## src/rtl/frame_drain_ctrl_pkg.sv

```systemverilog
// Shared definitions for the egress frame drain controller: pointer word layout,
// FSM encoding and default frame length limits.
package frame_drain_ctrl_pkg;

  localparam int unsigned PtrLenMsb = 10;
  localparam int unsigned PtrSrcLsb = 11;
  localparam int unsigned PtrErrBit = 15;

  localparam int unsigned MinLenDef = 60;
  localparam int unsigned MaxLenDef = 1518;

  typedef enum logic [5:0] {
    StIdle   = 6'b000001,
    StPtrRd  = 6'b000010,
    StPtrLat = 6'b000100,
    StHdr    = 6'b001000,
    StFwd    = 6'b010000,
    StDrop   = 6'b100000
  } state_e;

  function automatic logic is_onehot4(logic [3:0] v);
    return (v != 4'b0) && ((v & (v - 4'd1)) == 4'b0);
  endfunction

endpackage

```

## src/rtl/frame_drain_ctrl_if.sv

```systemverilog
// FIFO-side and stream-side signals of the frame drain controller.
// master: the controller; slave: the FIFOs and downstream stage.
interface frame_drain_ctrl_if;
  logic        ptr_sfifo_empty;
  logic        ptr_sfifo_rd;
  logic [15:0] ptr_sfifo_dout;
  logic        sfifo_rd;
  logic [7:0]  sfifo_dout;
  logic [3:0]  src_en;
  logic        frm_valid;
  logic        frm_ready;
  logic [7:0]  frm_data;
  logic        frm_sop;
  logic        frm_eop;
  logic [3:0]  frm_src;
  logic        drop_pulse;

  modport master (
    input  ptr_sfifo_empty, ptr_sfifo_dout, sfifo_dout, src_en, frm_ready,
    output ptr_sfifo_rd, sfifo_rd, frm_valid, frm_data, frm_sop, frm_eop, frm_src, drop_pulse
  );

  modport slave (
    output ptr_sfifo_empty, ptr_sfifo_dout, sfifo_dout, src_en, frm_ready,
    input  ptr_sfifo_rd, sfifo_rd, frm_valid, frm_data, frm_sop, frm_eop, frm_src, drop_pulse
  );
endinterface

```

## src/rtl/frame_drain_ctrl_fwd_skid_buf.sv

```systemverilog
// fwd_skid_buf: 2-entry output buffer with valid/ready and occupancy, synchronous reset.
module fwd_skid_buf #(
  parameter int unsigned Width = 10
) (
  input  logic             clk_i,
  input  logic             rst_ni,
  input  logic             push_i,
  input  logic [Width-1:0] data_i,
  input  logic             ready_i,
  output logic             valid_o,
  output logic [Width-1:0] data_o,
  output logic [1:0]       occ_o
);

  logic [Width-1:0] mem_q [2];
  logic             wr_q, rd_q;
  logic [1:0]       cnt_q;
  logic             push, pop;

  assign pop  = valid_o && ready_i;
  assign push = push_i && (cnt_q != 2'd2);

  always_ff @(posedge clk_i) begin
    if (!rst_ni) begin
      wr_q  <= 1'b0;
      rd_q  <= 1'b0;
      cnt_q <= 2'd0;
    end else begin
      if (push) begin
        mem_q[wr_q] <= data_i;
        wr_q        <= ~wr_q;
      end
      if (pop) rd_q <= ~rd_q;
      cnt_q <= cnt_q + {1'b0, push} - {1'b0, pop};
    end
  end

  assign valid_o = (cnt_q != 2'd0);
  assign data_o  = valid_o ? mem_q[rd_q] : '0;
  assign occ_o   = cnt_q;

endmodule

```

## src/rtl/frame_drain_ctrl.sv

```systemverilog
// Egress frame drain controller: pops a pointer word, then forwards or silently drains the frame.
// Define FRAME_DRAIN_STATS_EN to add per-source forwarded/dropped frame counters.
module frame_drain_ctrl
  import frame_drain_ctrl_pkg::*;
#(
  parameter int unsigned MinLen = MinLenDef,
  parameter int unsigned MaxLen = MaxLenDef
) (
  input  logic                clk_sys,
  input  logic                rstn_sys,
`ifdef FRAME_DRAIN_STATS_EN
  input  logic                stat_clr,
  output logic [127:0]        stat_fwd_cnt,
  output logic [127:0]        stat_drop_cnt,
`endif
  frame_drain_ctrl_if.master  bus
);

  localparam logic [10:0] MinLenW = 11'(MinLen);
  localparam logic [10:0] MaxLenW = 11'(MaxLen);

  state_e      state_q, state_d;
  logic [10:0] len_q, len_d, cnt_q, cnt_d;
  logic [3:0]  src_q, src_d;
  logic        pend_q, pend_d, tag_sop_q, tag_sop_d, tag_eop_q, tag_eop_d;
  logic        drop_pulse_q, drop_pulse_d;

  logic [10:0] ptr_len;
  logic [3:0]  ptr_src;
  logic        ptr_err, hdr_drop;
  logic        rd_fwd, rd_drop, pop;
  logic [2:0]  fill;

  logic        skid_valid;
  logic [9:0]  skid_word;
  logic [1:0]  skid_occ;

  assign ptr_len  = bus.ptr_sfifo_dout[PtrLenMsb:0];
  assign ptr_src  = bus.ptr_sfifo_dout[PtrSrcLsb +: 4];
  assign ptr_err  = bus.ptr_sfifo_dout[PtrErrBit];
  assign hdr_drop = (ptr_len < MinLenW) || (ptr_len > MaxLenW) || !is_onehot4(ptr_src) ||
                    ptr_err || ((ptr_src & bus.src_en) == 4'b0);

  assign pop = skid_valid && bus.frm_ready;
  // Entries the buffer will hold next cycle; a new read is only issued if its byte will fit.
  assign fill = {1'b0, skid_occ} + {2'b0, pend_q} - {2'b0, pop};

  always_comb begin
    state_d      = state_q;
    len_d        = len_q;
    src_d        = src_q;
    cnt_d        = cnt_q;
    drop_pulse_d = 1'b0;
    rd_fwd       = 1'b0;
    rd_drop      = 1'b0;
    unique case (state_q)
      StIdle:   if (!bus.ptr_sfifo_empty) state_d = StPtrRd;
      StPtrRd:  state_d = StPtrLat;
      StPtrLat: state_d = StHdr;
      StHdr: begin
        len_d        = ptr_len;
        src_d        = ptr_src;
        cnt_d        = '0;
        drop_pulse_d = hdr_drop;
        state_d      = hdr_drop ? StDrop : StFwd;
      end
      StFwd: begin
        rd_fwd = (cnt_q != len_q) && (fill < 3'd2);
        if (pop && skid_word[8]) state_d = StIdle;
      end
      StDrop: begin
        rd_drop = (cnt_q != len_q);
        if ((len_q == 11'd0) || (cnt_q == len_q - 11'd1)) state_d = StIdle;
      end
      default:  state_d = StIdle;
    endcase
    if (rd_fwd || rd_drop) cnt_d = cnt_q + 11'd1;
  end

  assign pend_d    = rd_fwd;
  assign tag_sop_d = (cnt_q == 11'd0);
  assign tag_eop_d = (cnt_q == len_q - 11'd1);

  always_ff @(posedge clk_sys) begin
    if (!rstn_sys) begin
      state_q      <= StIdle;
      len_q        <= '0;
      src_q        <= '0;
      cnt_q        <= '0;
      pend_q       <= 1'b0;
      tag_sop_q    <= 1'b0;
      tag_eop_q    <= 1'b0;
      drop_pulse_q <= 1'b0;
    end else begin
      state_q      <= state_d;
      len_q        <= len_d;
      src_q        <= src_d;
      cnt_q        <= cnt_d;
      pend_q       <= pend_d;
      tag_sop_q    <= tag_sop_d;
      tag_eop_q    <= tag_eop_d;
      drop_pulse_q <= drop_pulse_d;
    end
  end

  fwd_skid_buf #(
    .Width (10)
  ) u_skid (
    .clk_i   (clk_sys),
    .rst_ni  (rstn_sys),
    .push_i  (pend_q),
    .data_i  ({tag_sop_q, tag_eop_q, bus.sfifo_dout}),
    .ready_i (bus.frm_ready),
    .valid_o (skid_valid),
    .data_o  (skid_word),
    .occ_o   (skid_occ)
  );

  assign bus.ptr_sfifo_rd = (state_q == StPtrRd);
  assign bus.sfifo_rd     = rd_fwd || rd_drop;
  assign bus.frm_valid    = skid_valid;
  assign bus.frm_sop      = skid_word[9];
  assign bus.frm_eop      = skid_word[8];
  assign bus.frm_data     = skid_word[7:0];
  assign bus.frm_src      = skid_valid ? src_q : 4'b0;
  assign bus.drop_pulse   = drop_pulse_q;

`ifdef FRAME_DRAIN_STATS_EN
  logic [3:0][31:0] fwd_cnt_q, drop_cnt_q;
  logic             fwd_done, drop_start;

  assign fwd_done   = (state_q == StFwd) && pop && skid_word[8];
  assign drop_start = (state_q == StHdr) && hdr_drop;

  always_ff @(posedge clk_sys) begin
    if (!rstn_sys || stat_clr) begin
      fwd_cnt_q  <= '0;
      drop_cnt_q <= '0;
    end else begin
      for (int i = 0; i < 4; i++) begin
        if (fwd_done && src_q[i] && (fwd_cnt_q[i] != '1)) fwd_cnt_q[i] <= fwd_cnt_q[i] + 32'd1;
        if (drop_start && ptr_src[i] && (drop_cnt_q[i] != '1)) begin
          drop_cnt_q[i] <= drop_cnt_q[i] + 32'd1;
        end
      end
    end
  end

  assign stat_fwd_cnt  = fwd_cnt_q;
  assign stat_drop_cnt = drop_cnt_q;
`endif

endmodule
```

## src/flat_wrapper.sv

```systemverilog
// flat-port wrapper written by rule: the top's interface ports become plain ports
module frame_drain_ctrl_flat import frame_drain_ctrl_pkg::*;
#(
  parameter int unsigned MinLen = MinLenDef,
  parameter int unsigned MaxLen = MaxLenDef
)
  (clk_sys, rstn_sys, bus_ptr_sfifo_empty, bus_ptr_sfifo_dout, bus_sfifo_dout, bus_src_en, bus_frm_ready, bus_ptr_sfifo_rd, bus_sfifo_rd, bus_frm_valid, bus_frm_data, bus_frm_sop, bus_frm_eop, bus_frm_src, bus_drop_pulse);
  frame_drain_ctrl_if bus_i ();
  input  logic clk_sys;
  input  logic rstn_sys;
  input wire logic [$bits(bus_i.ptr_sfifo_empty)-1:0] bus_ptr_sfifo_empty;
  input wire logic [$bits(bus_i.ptr_sfifo_dout)-1:0] bus_ptr_sfifo_dout;
  input wire logic [$bits(bus_i.sfifo_dout)-1:0] bus_sfifo_dout;
  input wire logic [$bits(bus_i.src_en)-1:0] bus_src_en;
  input wire logic [$bits(bus_i.frm_ready)-1:0] bus_frm_ready;
  output wire logic [$bits(bus_i.ptr_sfifo_rd)-1:0] bus_ptr_sfifo_rd;
  output wire logic [$bits(bus_i.sfifo_rd)-1:0] bus_sfifo_rd;
  output wire logic [$bits(bus_i.frm_valid)-1:0] bus_frm_valid;
  output wire logic [$bits(bus_i.frm_data)-1:0] bus_frm_data;
  output wire logic [$bits(bus_i.frm_sop)-1:0] bus_frm_sop;
  output wire logic [$bits(bus_i.frm_eop)-1:0] bus_frm_eop;
  output wire logic [$bits(bus_i.frm_src)-1:0] bus_frm_src;
  output wire logic [$bits(bus_i.drop_pulse)-1:0] bus_drop_pulse;
  assign bus_i.ptr_sfifo_empty = bus_ptr_sfifo_empty;
  assign bus_i.ptr_sfifo_dout = bus_ptr_sfifo_dout;
  assign bus_i.sfifo_dout = bus_sfifo_dout;
  assign bus_i.src_en = bus_src_en;
  assign bus_i.frm_ready = bus_frm_ready;
  assign bus_ptr_sfifo_rd = bus_i.ptr_sfifo_rd;
  assign bus_sfifo_rd = bus_i.sfifo_rd;
  assign bus_frm_valid = bus_i.frm_valid;
  assign bus_frm_data = bus_i.frm_data;
  assign bus_frm_sop = bus_i.frm_sop;
  assign bus_frm_eop = bus_i.frm_eop;
  assign bus_frm_src = bus_i.frm_src;
  assign bus_drop_pulse = bus_i.drop_pulse;
  frame_drain_ctrl #(.MinLen(MinLen), .MaxLen(MaxLen)) u_core (.clk_sys(clk_sys), .rstn_sys(rstn_sys), .bus(bus_i));
endmodule
```

## config.mk

```make
export PLATFORM = sky130hd
export DESIGN_NAME = frame_drain_ctrl_flat
export DESIGN_NICKNAME = d
export VERILOG_FILES = /design/src/rtl/frame_drain_ctrl_pkg.sv /design/src/rtl/frame_drain_ctrl_if.sv /design/src/rtl/frame_drain_ctrl_fwd_skid_buf.sv /design/src/rtl/frame_drain_ctrl.sv /design/src/flat_wrapper.sv
export SDC_FILE = /design/constraint.sdc
export NUM_CORES = 1
export LEC_CHECK = 0
export CELL_PAD_IN_SITES_DETAIL_PLACEMENT = 1
export CELL_PAD_IN_SITES_GLOBAL_PLACEMENT = 1
export CORE_MARGIN = 2
export CORE_UTILIZATION = 41
export CTS_CLUSTER_SIZE = 25
export DETAILED_ROUTE_END_ITERATION = 12
export PLACE_DENSITY = 0.77
export SETUP_SLACK_MARGIN = 0.2
export SLEW_MARGIN = 20
export SYNTH_ARGS = -nofsm -noshare
export SYNTH_HDL_FRONTEND = slang
export SYNTH_SLANG_ARGS = --single-unit
```

## constraint.sdc

```tcl
create_clock -name clk_sys -period 4.1 [get_ports clk_sys]
set_input_delay 0.82 -clock clk_sys [delete_from_list [all_inputs] [get_ports clk_sys]]
set_output_delay 0.82 -clock clk_sys [all_outputs]
set_load 0.1 [all_outputs]
```

==> impl_metrics.toml <==
[setup_path]
r2r_setup_slk_ns = 1.02
setup.worst_path.end = "bus_sfifo_rd"
worst-endpoint-arrival_ns = 3.00
crit_path_max_fanout = 2
critical_path.startpoint = "bus_frm_ready"
worst-setup-path-type = "input pin to primary output"
critical_path.endpoint_type = "primary output"
r2r_start = "u_core.u_skid.occ_o[0]"
crit_path_start_kind = "input pin"
critPathRequiredTime_ns = 3.28
critical_path.reg2reg.endpoint = "u_core.cnt_q[5]"
timing.reg2reg.worst_path_depth = 10

[sta]
fin_crit_ns = 3.82
fin_skew_ns = 0.0116
slew_at_the_pin_with_the_worst_max_slew_slack_ns = 0.980
timing.final.hold_violations = 0
rsz0062_at_grt = "no"
max_slew_margin_pct = 34.5
slew_violations = 0
hold-worst-slack_ns = 0.441
layout_worst_path_cycle_share_pct = 93.1
report.final.setup_viol = 0
timing.fmax_mhz = 262
finalWorstSetupSlack_ns = 0.283

[synthesis]
synth_enable_flop_cells = 20
synth_nets = 351
synthDominantAreaCellType = "sky130_fd_sc_hd__dfxtp_1"
ys_async_sr_fraction_pct = 0
synth_top_area_share_pct = 26.7
netlist_top_cells_area = "sky130_fd_sc_hd__dfxtp_1 27%, sky130_fd_sc_hd__edfxtp_1 20%, sky130_fd_sc_hd__mux2i_1 8.1%"
yosysWarnings = 0
seq_area_frac_synth_pct = 46.2
most_common_cell_in_the_synthesized_netlist = "sky130_fd_sc_hd__nor2_1"
dominantRegCellSynth = "sky130_fd_sc_hd__dfxtp_1"
synth.cells.most_frequent = "45 x sky130_fd_sc_hd__nor2_1, 41 x sky130_fd_sc_hd__dfxtp_1, 25 x sky130_fd_sc_hd__mux2i_1"
ys_ff_latch = 61
syn-instance-count = 311
library_cells_used_by_synthesis = 54
post_synthesis_cell_area_mm2 = 0.00307
avgSynthCellArea_um2 = 9.88

[final_layout]
post_route_cells_drive_above_1_share_pct = 14.7
area_growth_pct = 27.8
nNetsFinal = 410
layout.cell_area.non_filler_mm2 = 0.00393
antennaDiodeCount = 0
finish.utilization_pct = 54.2

[clock_tree]
cts_sinks = 61
cts.root.buffer_cell = "sky130_fd_sc_hd__clkbuf_8"
clk_latency_ns = 0.33
cts_max_path_buffers = 2
number_of_h_tree_levels = 3
cts_inserted_buffers = 9
hold_buffers = 0
cts.clk_slew.worst_paths_ns = 0.07
cts_tree = "yes"

[routing]
wl_met3_um = 218
wl_per_cell_um = 15.8
postRouteWirelength_um = 7490
topRoutingLayerUsed = "met4"
route.layer.met1.wl_um = 3390
routed-wl-met2_um = 3810
antenna_left = 0
avgViaCountPerCell = 5.31
drt_drc_violations_left = 0
drt_first_pass_iters = 4
route.vias.total = 2518
drt_iter0_markers = 57

[floorplan]
die_height_um = 90.6
num_io_pins = 50
floorplan.die_area_mm2 = 0.00821
placeableCoreArea_mm2 = 0.00725
die_width_um = 90.6
rows = 31
initial_cell_density_of_the_core_pct = 42.4

[global_route]
grt_start_max_net_pins = 28
grt_antenna_before_repair = 0
global_route_wire_length_before_repair_um = 12700
grtUsageTotal_pct = 18.9
globalRoute.totalOverflow = 0
first_global_vias = 2682

[place]
portBuffers = 49
post_dp_cell_area_mm2 = 0.00369
dp_hpwl_um = 5450
dpl_worst_slack_ns = -0.113
globalplace.congestion = 0.782

[power_and_ir_drop]
irDropWorstVdd_mv = 0.184
total_leakage_power_uw = 0.00159
power.density_cell_area_mw_per_mm2 = 483

[run]
drv.max_cap_violation_count = 0

[status]
result_of_the_run = "complete, no violations"

[worst_hold_path]
hold_path_class = "flip-flop to flip-flop"
registers in the layout (all words and copies together) (netlist names), 2 cells and up, named ones only:
signal               flops
u_core.u_skid.mem_q     20
u_core.u_skid.occ_o      2
u_core.cnt_q            11
u_core.src_q             4
u_core.state_q           6
u_core.len_q            11
worst max-delay path, cell delays in order:
cell	delay (ns)
sky130_fd_sc_hd__clkdlybuf4s15_1	0.17
sky130_fd_sc_hd__o21ai_2	0.08
sky130_fd_sc_hd__inv_2	0.07
sky130_fd_sc_hd__ha_4	0.21
sky130_fd_sc_hd__nor2b_2	0.11
sky130_fd_sc_hd__fa_1	0.42
sky130_fd_sc_hd__or4_4	0.56
sky130_fd_sc_hd__a32o_2	0.28
sky130_fd_sc_hd__clkinvlp_4	0.09
sky130_fd_sc_hd__buf_12	0.17
worst min path at each step:
stage                          start                   endpoint  cells past startpoint
floorplan           u_core.tag_eop_q  u_core.u_skid.mem_q[0][8]                      0
CTS                 u_core.tag_sop_q  u_core.u_skid.mem_q[1][9]                      0
detailed placement  u_core.tag_sop_q  u_core.u_skid.mem_q[1][9]                      0
global route        u_core.tag_sop_q  u_core.u_skid.mem_q[1][9]                      0
global placement    u_core.tag_sop_q  u_core.u_skid.mem_q[1][9]                      0
finish              u_core.tag_sop_q  u_core.u_skid.mem_q[1][9]                      0
kinds of logic after synthesis:
logic type      Yosys count  share of synthesized area [%]
buf+inv                  28                           3.74
compound gates           45                           10.5
simple gates            118                           20.1
fa+ha+maj                 8                           3.50
xor+xnor                 26                           7.86
flops                    61                           46.2
mux                      25                           8.14
what timing repair did:
action                                  4_1_cts  5_1_grt
resized for setup                             5        2
endpoints found under the setup margin        1        1
buffers inserted                              2        1
pin swaps                                     4        3
layout by cell type, fill, tap and decap left out, drive strengths merged, types with 9 or more instances in the layout:
cell type / instances
nor2: 46
clkbuf: 9
nand2: 9
edfxtp: 20
buf: 24
dfxtp: 41
xor2: 16
mux2i: 25
inv: 14
xnor2: 9
and3: 9
clkdlybuf4s50: 37
final cells by class:
| class | instances | area, um^2 |
|---|---|---|
| Clock inverter | 7 | 73.8 |
| Clock buffer | 9 | 124 |
| Sequential cell | 61 | 1420 |
| Multi-Input combinational cell | 222 | 1560 |
| Inverter | 14 | 56.3 |
| Fill cell | 823 | 3320 |
| Timing Repair Buffer | 62 | 573 |
| Tap cell | 99 | 124 |
metal layers:
metal	vias to the layer above	GRT usage, %
met1	1226	23.1
met2	46	33.3
li1	1237	-
met4	0	6.28
met3	9	3.51
met5	-	0
report_power, final:
| part | switching (uW) | internal (uW) |
|---|---|---|
| clock | 247 | 281 |
| sequential | 36.9 | 643 |
| combinational | 489 | 202 |
metrics by stage:
stage	cells	total power, uW	TNS (ns)
2_1_floorplan	311	1180	0
3_3_place_gp	455	1350	-0.0814
3_5_place_dp	455	1360	-0.113
4_1_cts	473	1900	0
5_1_grt	474	1990	0
6_report	474	1900	0
Note: power is estimated with default switching activity, not from simulation.
